==> src/rtl/mult_iter_pp_if.sv <==
`default_nettype none
// ============================================================================
// mult_iter_pp_if : operand-side and result-side valid/ready bundle for
//                   mult_iter_pp
// Rev 1.0
// ============================================================================
interface mult_iter_pp_if #(
  parameter int WIDTH = 4
);
  logic                 in_valid;
  logic                 in_ready;
  logic [WIDTH-1:0]     x;
  logic [WIDTH-1:0]     y;
  logic                 out_valid;
  logic                 out_ready;
  logic [2*WIDTH-1:0]   o;

  modport master (
    output in_valid, x, y, out_ready,
    input  in_ready, out_valid, o
  );

  modport slave (
    input  in_valid, x, y, out_ready,
    output in_ready, out_valid, o
  );
endinterface
`default_nettype wire

==> src/rtl/mult_iter_pp.sv <==
`default_nettype none
// ============================================================================
// mult_iter_pp : iterative partial-product multiplier, BITS_PER_CYCLE y bits
//                retired per cycle through FA carry-save compression.
//                Define MULT_ITER_SIGNED_EN for two's complement operands.
// Rev 1.0
// ============================================================================
module mult_iter_pp #(
  parameter int WIDTH          = 4,
  parameter int BITS_PER_CYCLE = 2
) (
  input  logic          clk,
  input  logic          rst,
  mult_iter_pp_if.slave bus
);
  localparam int N     = WIDTH / BITS_PER_CYCLE;
  localparam int W2    = 2 * WIDTH;
  localparam int CNT_W = (N > 1) ? $clog2(N) : 1;
  localparam logic [CNT_W-1:0] LAST = CNT_W'(N - 1);
`ifdef MULT_ITER_SIGNED_EN
  localparam bit SIGNED_MODE = 1'b1;
`else
  localparam bit SIGNED_MODE = 1'b0;
`endif

  generate
    if (WIDTH < 2 || BITS_PER_CYCLE < 1 || (WIDTH % BITS_PER_CYCLE) != 0) begin : g_bad_params
      $error("mult_iter_pp: WIDTH must be >= 2 and divisible by BITS_PER_CYCLE >= 1");
    end
  endgenerate

  typedef enum logic [1:0] {
    IDLE = 2'd0,
    BUSY = 2'd1,
    DONE = 2'd2
  } state_t;

  state_t               state_q, state_d;
  logic [WIDTH-1:0]     x_q, x_d, y_q, y_d;
  logic [W2-1:0]        acc_q, acc_d, o_q, o_d;
  logic [CNT_W-1:0]     cnt_q, cnt_d;

  logic [W2-1:0]             x_ext;
  logic [BITS_PER_CYCLE-1:0] digit;
  logic [W2-1:0]             acc_next;

  always_comb begin
    if (SIGNED_MODE) x_ext = {{WIDTH{x_q[WIDTH-1]}}, x_q};
    else             x_ext = {{WIDTH{1'b0}}, x_q};
    digit = y_q[int'(cnt_q)*BITS_PER_CYCLE +: BITS_PER_CYCLE];
  end

  // Fold each AND-array row into a sum/carry pair, then resolve with a ripple
  // of FA cells. The negatively weighted top bit enters as ~row plus carry-in.
  always_comb begin
    logic [W2-1:0] sum_v;
    logic [W2-1:0] car_v;
    logic [W2-1:0] row;
    logic [W2-1:0] nsum;
    logic [W2-1:0] ncar;
    logic          cin;
    logic          c;
    sum_v = acc_q;
    car_v = '0;
    cin   = 1'b0;
    for (int j = 0; j < BITS_PER_CYCLE; j++) begin
      row = digit[j] ? (x_ext << (int'(cnt_q)*BITS_PER_CYCLE + j)) : '0;
      if (SIGNED_MODE && cnt_q == LAST && j == BITS_PER_CYCLE-1 && digit[j]) begin
        row = ~row;
        cin = 1'b1;
      end
      nsum = '0;
      ncar = '0;
      for (int i = 0; i < W2; i++) begin
        nsum[i] = sum_v[i] ^ car_v[i] ^ row[i];
        if (i + 1 < W2) begin
          ncar[i+1] = (sum_v[i] & car_v[i]) | (sum_v[i] & row[i]) | (car_v[i] & row[i]);
        end
      end
      sum_v = nsum;
      car_v = ncar;
    end
    c        = cin;
    acc_next = '0;
    for (int i = 0; i < W2; i++) begin
      acc_next[i] = sum_v[i] ^ car_v[i] ^ c;
      c           = (sum_v[i] & car_v[i]) | (sum_v[i] & c) | (car_v[i] & c);
    end
  end

  always_comb begin
    state_d = state_q;
    x_d     = x_q;
    y_d     = y_q;
    acc_d   = acc_q;
    cnt_d   = cnt_q;
    o_d     = o_q;
    case (state_q)
      IDLE: begin
        if (bus.in_valid) begin
          x_d     = bus.x;
          y_d     = bus.y;
          acc_d   = '0;
          cnt_d   = '0;
          state_d = BUSY;
        end
      end
      BUSY: begin
        acc_d = acc_next;
        cnt_d = cnt_q + CNT_W'(1);
        if (cnt_q == LAST) begin
          o_d     = acc_next;
          state_d = DONE;
        end
      end
      DONE: begin
        if (bus.out_ready) state_d = IDLE;
      end
      default: state_d = IDLE;
    endcase
  end

  always_ff @(posedge clk) begin
    if (rst) begin
      state_q <= IDLE;
      x_q     <= '0;
      y_q     <= '0;
      acc_q   <= '0;
      cnt_q   <= '0;
      o_q     <= '0;
    end else begin
      state_q <= state_d;
      x_q     <= x_d;
      y_q     <= y_d;
      acc_q   <= acc_d;
      cnt_q   <= cnt_d;
      o_q     <= o_d;
    end
  end

  assign bus.in_ready  = (state_q == IDLE);
  assign bus.out_valid = (state_q == DONE);
  assign bus.o         = o_q;
endmodule
`default_nettype wire

==> src/flat_wrapper.sv <==
// flat-port wrapper written by rule: the top's interface ports become plain ports
module mult_iter_pp_flat 
#(
  parameter int WIDTH          = 4,
  parameter int BITS_PER_CYCLE = 2
)
  (clk, rst, bus_in_valid, bus_x, bus_y, bus_out_ready, bus_in_ready, bus_out_valid, bus_o);
  mult_iter_pp_if #(.WIDTH(WIDTH)) bus_i ();
  input  logic clk;
  input  logic rst;
  input wire logic [$bits(bus_i.in_valid)-1:0] bus_in_valid;
  input wire logic [$bits(bus_i.x)-1:0] bus_x;
  input wire logic [$bits(bus_i.y)-1:0] bus_y;
  input wire logic [$bits(bus_i.out_ready)-1:0] bus_out_ready;
  output wire logic [$bits(bus_i.in_ready)-1:0] bus_in_ready;
  output wire logic [$bits(bus_i.out_valid)-1:0] bus_out_valid;
  output wire logic [$bits(bus_i.o)-1:0] bus_o;
  assign bus_i.in_valid = bus_in_valid;
  assign bus_i.x = bus_x;
  assign bus_i.y = bus_y;
  assign bus_i.out_ready = bus_out_ready;
  assign bus_in_ready = bus_i.in_ready;
  assign bus_out_valid = bus_i.out_valid;
  assign bus_o = bus_i.o;
  mult_iter_pp #(.WIDTH(WIDTH), .BITS_PER_CYCLE(BITS_PER_CYCLE)) u_core (.clk(clk), .rst(rst), .bus(bus_i));
endmodule
==> config.mk <==
export PLATFORM = sky130hd
export DESIGN_NAME = mult_iter_pp_flat
export DESIGN_NICKNAME = d
export VERILOG_FILES = /design/src/rtl/mult_iter_pp_if.sv /design/src/rtl/mult_iter_pp.sv /design/src/flat_wrapper.sv
export SDC_FILE = /design/constraint.sdc
export NUM_CORES = 1
export LEC_CHECK = 0
export CELL_PAD_IN_SITES_DETAIL_PLACEMENT = 1
export CELL_PAD_IN_SITES_GLOBAL_PLACEMENT = 1
export CORE_MARGIN = 2
export CORE_UTILIZATION = 44
export DETAILED_ROUTE_END_ITERATION = 7
export HOLD_SLACK_MARGIN = 0.06
export MAX_ROUTING_LAYER = met4
export PLACE_DENSITY_LB_ADDON = 0.1
export SYNTH_ARGS = -nofsm -noshare
export SYNTH_HDL_FRONTEND = slang
export SYNTH_SLANG_ARGS = --single-unit
==> constraint.sdc <==
create_clock -name clk -period 11.4 [get_ports clk]
set_input_delay 3.42 -clock clk [delete_from_list [all_inputs] [get_ports clk]]
set_output_delay 3.42 -clock clk [all_outputs]
set_load 0.05 [all_outputs]
## Word-level counts from Yosys, hierarchy flattened

Cells that the tools add are included.

| storage, ports and cells | value |
|---|---|
| input port bits | 12 |
| output and inout port bits | 10 |
| word-level logic and storage cells | 132 |
| register bits after elaboration | 27 |

| operators by class | value |
|---|---|
| reductions and logical operators | 6 |
| add/subtract/negate cells | 2 |
| shifts and indexed selects | 3 |
| mux-type cells | 10 |
| bitwise gates (word level) | 100 |
| equality and inequality tests | 5 |

Operators by type and width:

| cell | count |
|---|---|
| $and 1x1->1 | 42 |
| $xor 1x1->1 | 36 |
| $shl 4x32->8 | 1 |
| $mux 8 | 3 |
| $or 1x1->1 | 22 |
| $pmux 8 s2 | 1 |
| $shl 4x2->8 | 1 |
| $mux 2 | 3 |
| $pmux 2 s3 | 1 |
| $reduce_and 2->1 | 3 |
| $ne 2x2->1 const B | 2 |
| $shiftx 4x3->2 | 1 |
| $add 2x1->3 const B | 1 |
| $reduce_and 3->1 | 1 |
| $eq 2x1->1 const B | 1 |
| $eq 2x2->1 const B | 1 |
| $logic_not 2->1 | 1 |
| $ne 2x1->1 const B | 1 |
| $pmux 1 s2 | 1 |
| $reduce_bool 2->1 | 1 |
| $add 1x1->1 const B | 1 |
| $mux 1 | 1 |

## Logic depth before layout (Yosys ltp)

| depth | value |
|---|---|
| depth in word-level cells | 23 |
| mapped depth | 16 |

## Worst setup path before layout

No wires, ideal clock.

| timing path | value |
|---|---|
| kind | register to output |
| start point | reg u_core.state_q[1] |
| end point | out bus_out_valid |
| arrival | 1.201 ns |
| buffers on the path | 0 |
| slack | 6.779 ns |
| cell stages (with the launch flop) | 2 |
| cell sequence | dfxtp_1 nor2b_1 |

| between the ends | value |
|---|---|
| word-level cells in the longest chain between the ends | 1 |

Ends and longest elaborated chain:

| element | line | text |
|---|---|---|
| start, declared | mult_iter_pp.sv:38 | `state_t state_q, state_d;` |
| start signal, assigned | mult_iter_pp.sv:132 | `state_q <= state_d;` |
| $eq 2x2->1 | mult_iter_pp.sv:142 | `assign bus.out_valid = (state_q == DONE);` |
| end, declared | flat_wrapper.sv:16 | `output wire logic [$bits(bus_i.out_valid)-1:0] bus_out_valid;` |

No other way between the ends.

## Worst setup path in the final report

Same ends and word-level chain as after synthesis.

==> run summary <==
The run finished with clean final reports. Hold repair after CTS inserted 0 buffers. The detail route stage leaves a number of antenna-violating nets equal to 0.

The detailed-router iteration count before antenna repair is 4. The total setup buffers inserted after CTS came out at 0. Tracing the worst setup path back leads to its startpoint at u_core.state_q[1].

The width of the die is 62.4 µm. The worst slew margin relative to its limit came out at 29.9%. The worst setup path is launched from a flop. The clock insertion delay at the later pin of the skew report came out at 0.34 ns. Clock tree synthesis selected as its root buffer the cell sky130_fd_sc_hd__clkbuf_4. Yosys attributes the largest share of cell area to sky130_fd_sc_hd__dfxtp_1 (36%), sky130_fd_sc_hd__fa_1 (13%), sky130_fd_sc_hd__mux2i_1 (6.7%). The data required time of the critical path came out at 7.98 ns. The synthesized area per cell came out at 9.56 µm². The first global-routing pass estimated 5.84 mm of wire. The die height came out at 62.4 µm. The clock input transition at the sequential cells of the worst setup and hold paths is 0.16 ns. The slack of the worst reg-to-reg path is 7.22 ns. The average detailed-routed wire length per instance is 15.1 µm.

The number of antenna diodes in the final layout is 0. On the final layout, the worst clock skew is 0.0155 ns. The I/O pin count came out at 22. The quantity of I/O buffers inserted on ports came out at 21. The class of the tightest hold or removal check is reg -> reg. For this run, design rule violations remaining after detail routing come to 0. TritonCTS built the clock tree. The instance area at placement came out at 1710 µm². The summed negative setup slack over all endpoints came out at 0 ns. For this design the ratio of total power to cell area is 97.0 nW/µm². In this run the worst path has a maximum fanout of 9.

The number of gates resized after CTS came out at 0. During synthesis, Yosys emitted a total of 0 warnings. The number of global-route vias before repair is 1246. The number of vias after detailed routing is 1130.

Routed signal wires occupy layers up through met4. The longest clock path from root to sink contains 2 buffers. The global-route congestion overflow total is 0.

The total count of max-transition violations in the final report is 0. Across every metal layer, demand over resource in global routing totals 20.0%. For this run, the share of the core covered by cells in the final layout is 52.5%. The cell row count came out at 21. The sequential cell area fraction in the yosys report is 36.0%. Entering global routing, the biggest net connects 30 pins. The count of routing violations after the opening detailed-route iteration came out at 28. The HPWL after detailed placement came out at 2.52 mm. The standby leakage power is 0.000753 µW. Synthesis produced a netlist whose cell count is 157.

The number of clock buffers inserted by TritonCTS is 3. The number of antenna violations at the first check in global routing is 0. By startpoint and endpoint, the worst setup path is classified as reg -> out.

Setup violations remaining at the end of the flow were counted as 0. The wire length on met3 is 95 µm. The transition time of the tightest slew-check pin came out at 1.05 ns. The leading area contributor after synthesis is sky130_fd_sc_hd__dfxtp_1. STA classifies the critical path endpoint as an output port. The minimum clock period after layout came out at 5.32 ns.

The area growth from synthesis to layout came out at 15.8%. The number of unique standard cell types used by synthesis came out at 30. Leaving out fill and tap cells, the most frequent cell in the layout is sky130_fd_sc_hd__dfxtp_1. In the detailed route, the total length drawn on met2 is 1.80 mm. The detailed router put a total of 1.39 mm of wire on met1. VDD sags by at most 37.9 µV. The post-route clock period utilization came out at 46.7%. Setup repair after global routing left no endpoint under its margin.

The share of cells above drive strength 1 came out at 4.60%. The post-synthesis cell area came out at 1500 µm². The top cell types in the final layout, fill and taps aside, are sky130_fd_sc_hd__dfxtp_1 (27), sky130_fd_sc_hd__clkdlybuf4s50_1 (21), sky130_fd_sc_hd__nor2_1 (19).

The upper clock frequency limit is 188 MHz. Dividing the detail-routed via count by the number of cells gives 5.14. The core region is 3310 µm². The net total in the final layout is 204. The most critical setup path has its endpoint at bus_out_valid. The worst register-to-register path ends at u_core.bus.o[7]. The number of cells traversed by the worst register-to-register path came out at 14. The number of storage elements in the synthesis netlist is 27. The final standard cell area without fillers came out at 1740 µm². The congestion estimate from routability-driven global placement came to 0.800. The H-tree depth reported by CTS is 1. The final number of hold-violating endpoints is 0. After detailed routing, the total wire length is 3.32 mm. The effective utilization at floorplan is 45.3%. The number of sinks handled by clock tree synthesis is 27. The worst register-to-register path begins at u_core.cnt_q. The share of synthesized area in the top cell type comes to 36.0%. The max-capacitance violation count is 0. The arrival time at the worst endpoint is 1.90 ns.

The die covers 3890 µm². The net count after synthesis is 186.
-- layout make-up --
cell class / instances / area, µm²
Sequential cell: 27 / 541
Clock buffer: 3 / 22.5
Multi-Input combinational cell: 108 / 850
Clock inverter: 1 / 5.00
Timing Repair Buffer: 21 / 210
Tap cell: 46 / 57.6
Inverter: 14 / 52.6
Fill cell: 408 / 1570
-- state kept, by name, summed over array words and instances, names as in the netlist --
name,count
u_core.acc_q,8
u_core.bus.o,8
u_core.cnt_q,1
u_core.state_q,2
u_core.x_q,4
u_core.y_q,4
-- Yosys cell counts --
cell type / count
sky130_fd_sc_hd__dfxtp_1: 27
sky130_fd_sc_hd__nor2_1: 19
sky130_fd_sc_hd__nand2_1: 15
sky130_fd_sc_hd__inv_1: 14
sky130_fd_sc_hd__fa_1: 10
sky130_fd_sc_hd__mux2i_1: 10
sky130_fd_sc_hd__a21oi_1: 8
sky130_fd_sc_hd__a22oi_1: 7
sky130_fd_sc_hd__ha_1: 7
sky130_fd_sc_hd__and2_1: 5
sky130_fd_sc_hd__and3_1: 4
sky130_fd_sc_hd__buf_2: 4
sky130_fd_sc_hd__nor2b_1: 4
sky130_fd_sc_hd__buf_6: 3
sky130_fd_sc_hd__nand2b_1: 2
sky130_fd_sc_hd__nand3_1: 2
sky130_fd_sc_hd__nand3b_1: 2
sky130_fd_sc_hd__o21ai_0: 2
sky130_fd_sc_hd__a211oi_2: 1
sky130_fd_sc_hd__a31oi_1: 1
sky130_fd_sc_hd__a32o_1: 1
sky130_fd_sc_hd__a32oi_1: 1
sky130_fd_sc_hd__and3b_1: 1
sky130_fd_sc_hd__clkbuf_1: 1
sky130_fd_sc_hd__nand3b_4: 1
sky130_fd_sc_hd__nor3_1: 1
sky130_fd_sc_hd__nor3b_2: 1
sky130_fd_sc_hd__o21bai_2: 1
sky130_fd_sc_hd__o41ai_1: 1
sky130_fd_sc_hd__xor2_1: 1
-- worst min path at each step --
stage	startpoint	to	cells after the start
CTS	u_core.bus.o[1]	u_core.bus.o[1]	2
global route	u_core.bus.o[1]	u_core.bus.o[1]	2
detailed placement	u_core.bus.o[1]	u_core.bus.o[1]	2
floorplan	u_core.y_q[0]	u_core.y_q[0]	2
global placement	u_core.bus.o[2]	u_core.bus.o[2]	2
finish	u_core.bus.o[1]	u_core.bus.o[1]	2
-- per-stage QoR --
step           std cells  total power (µW)  setup WS (ns)  hold slack [ns]
2_1_floorplan        157               119           6.78            0.475
4_1_cts              220               171           6.04            0.470
5_1_grt              220               180           5.94            0.499
3_5_place_dp         216               127           6.21            0.450
6_report             220               169           6.08            0.467
3_3_place_gp         216               126           6.38            0.441
-- worst max-delay path, stage by stage (launching register included) --
cell and delay, ns:
sky130_fd_sc_hd__dfxtp_1 0.52, sky130_fd_sc_hd__nor2b_1 0.22, sky130_fd_sc_hd__clkdlybuf4s50_1 0.83
-- power by group --
part,switching [µW],total [µW],internal (µW)
clock,30.3,43.5,13.2
combinational,12.6,22.9,10.3
sequential,4.79,102,97.4
-- per-layer routing --
metal | global-route usage (%) | up-vias
li1 | - | 554
met1 | 24.1 | 552
met2 | 34.2 | 20
met3 | 3.24 | 4
met4 | 6.67 | 0
met5 | - | -
-- kinds of logic after synthesis --
group | count (synthesis) | share of synthesized area (%)
xor+xnor | 1 | 0.584
mux | 10 | 6.67
simple gates | 57 | 19.5
compound gates | 23 | 10.7
buf+inv | 22 | 7.34
flops | 27 | 36.0
fa+ha+maj | 17 | 19.2
(Power assumes the default switching activity.)
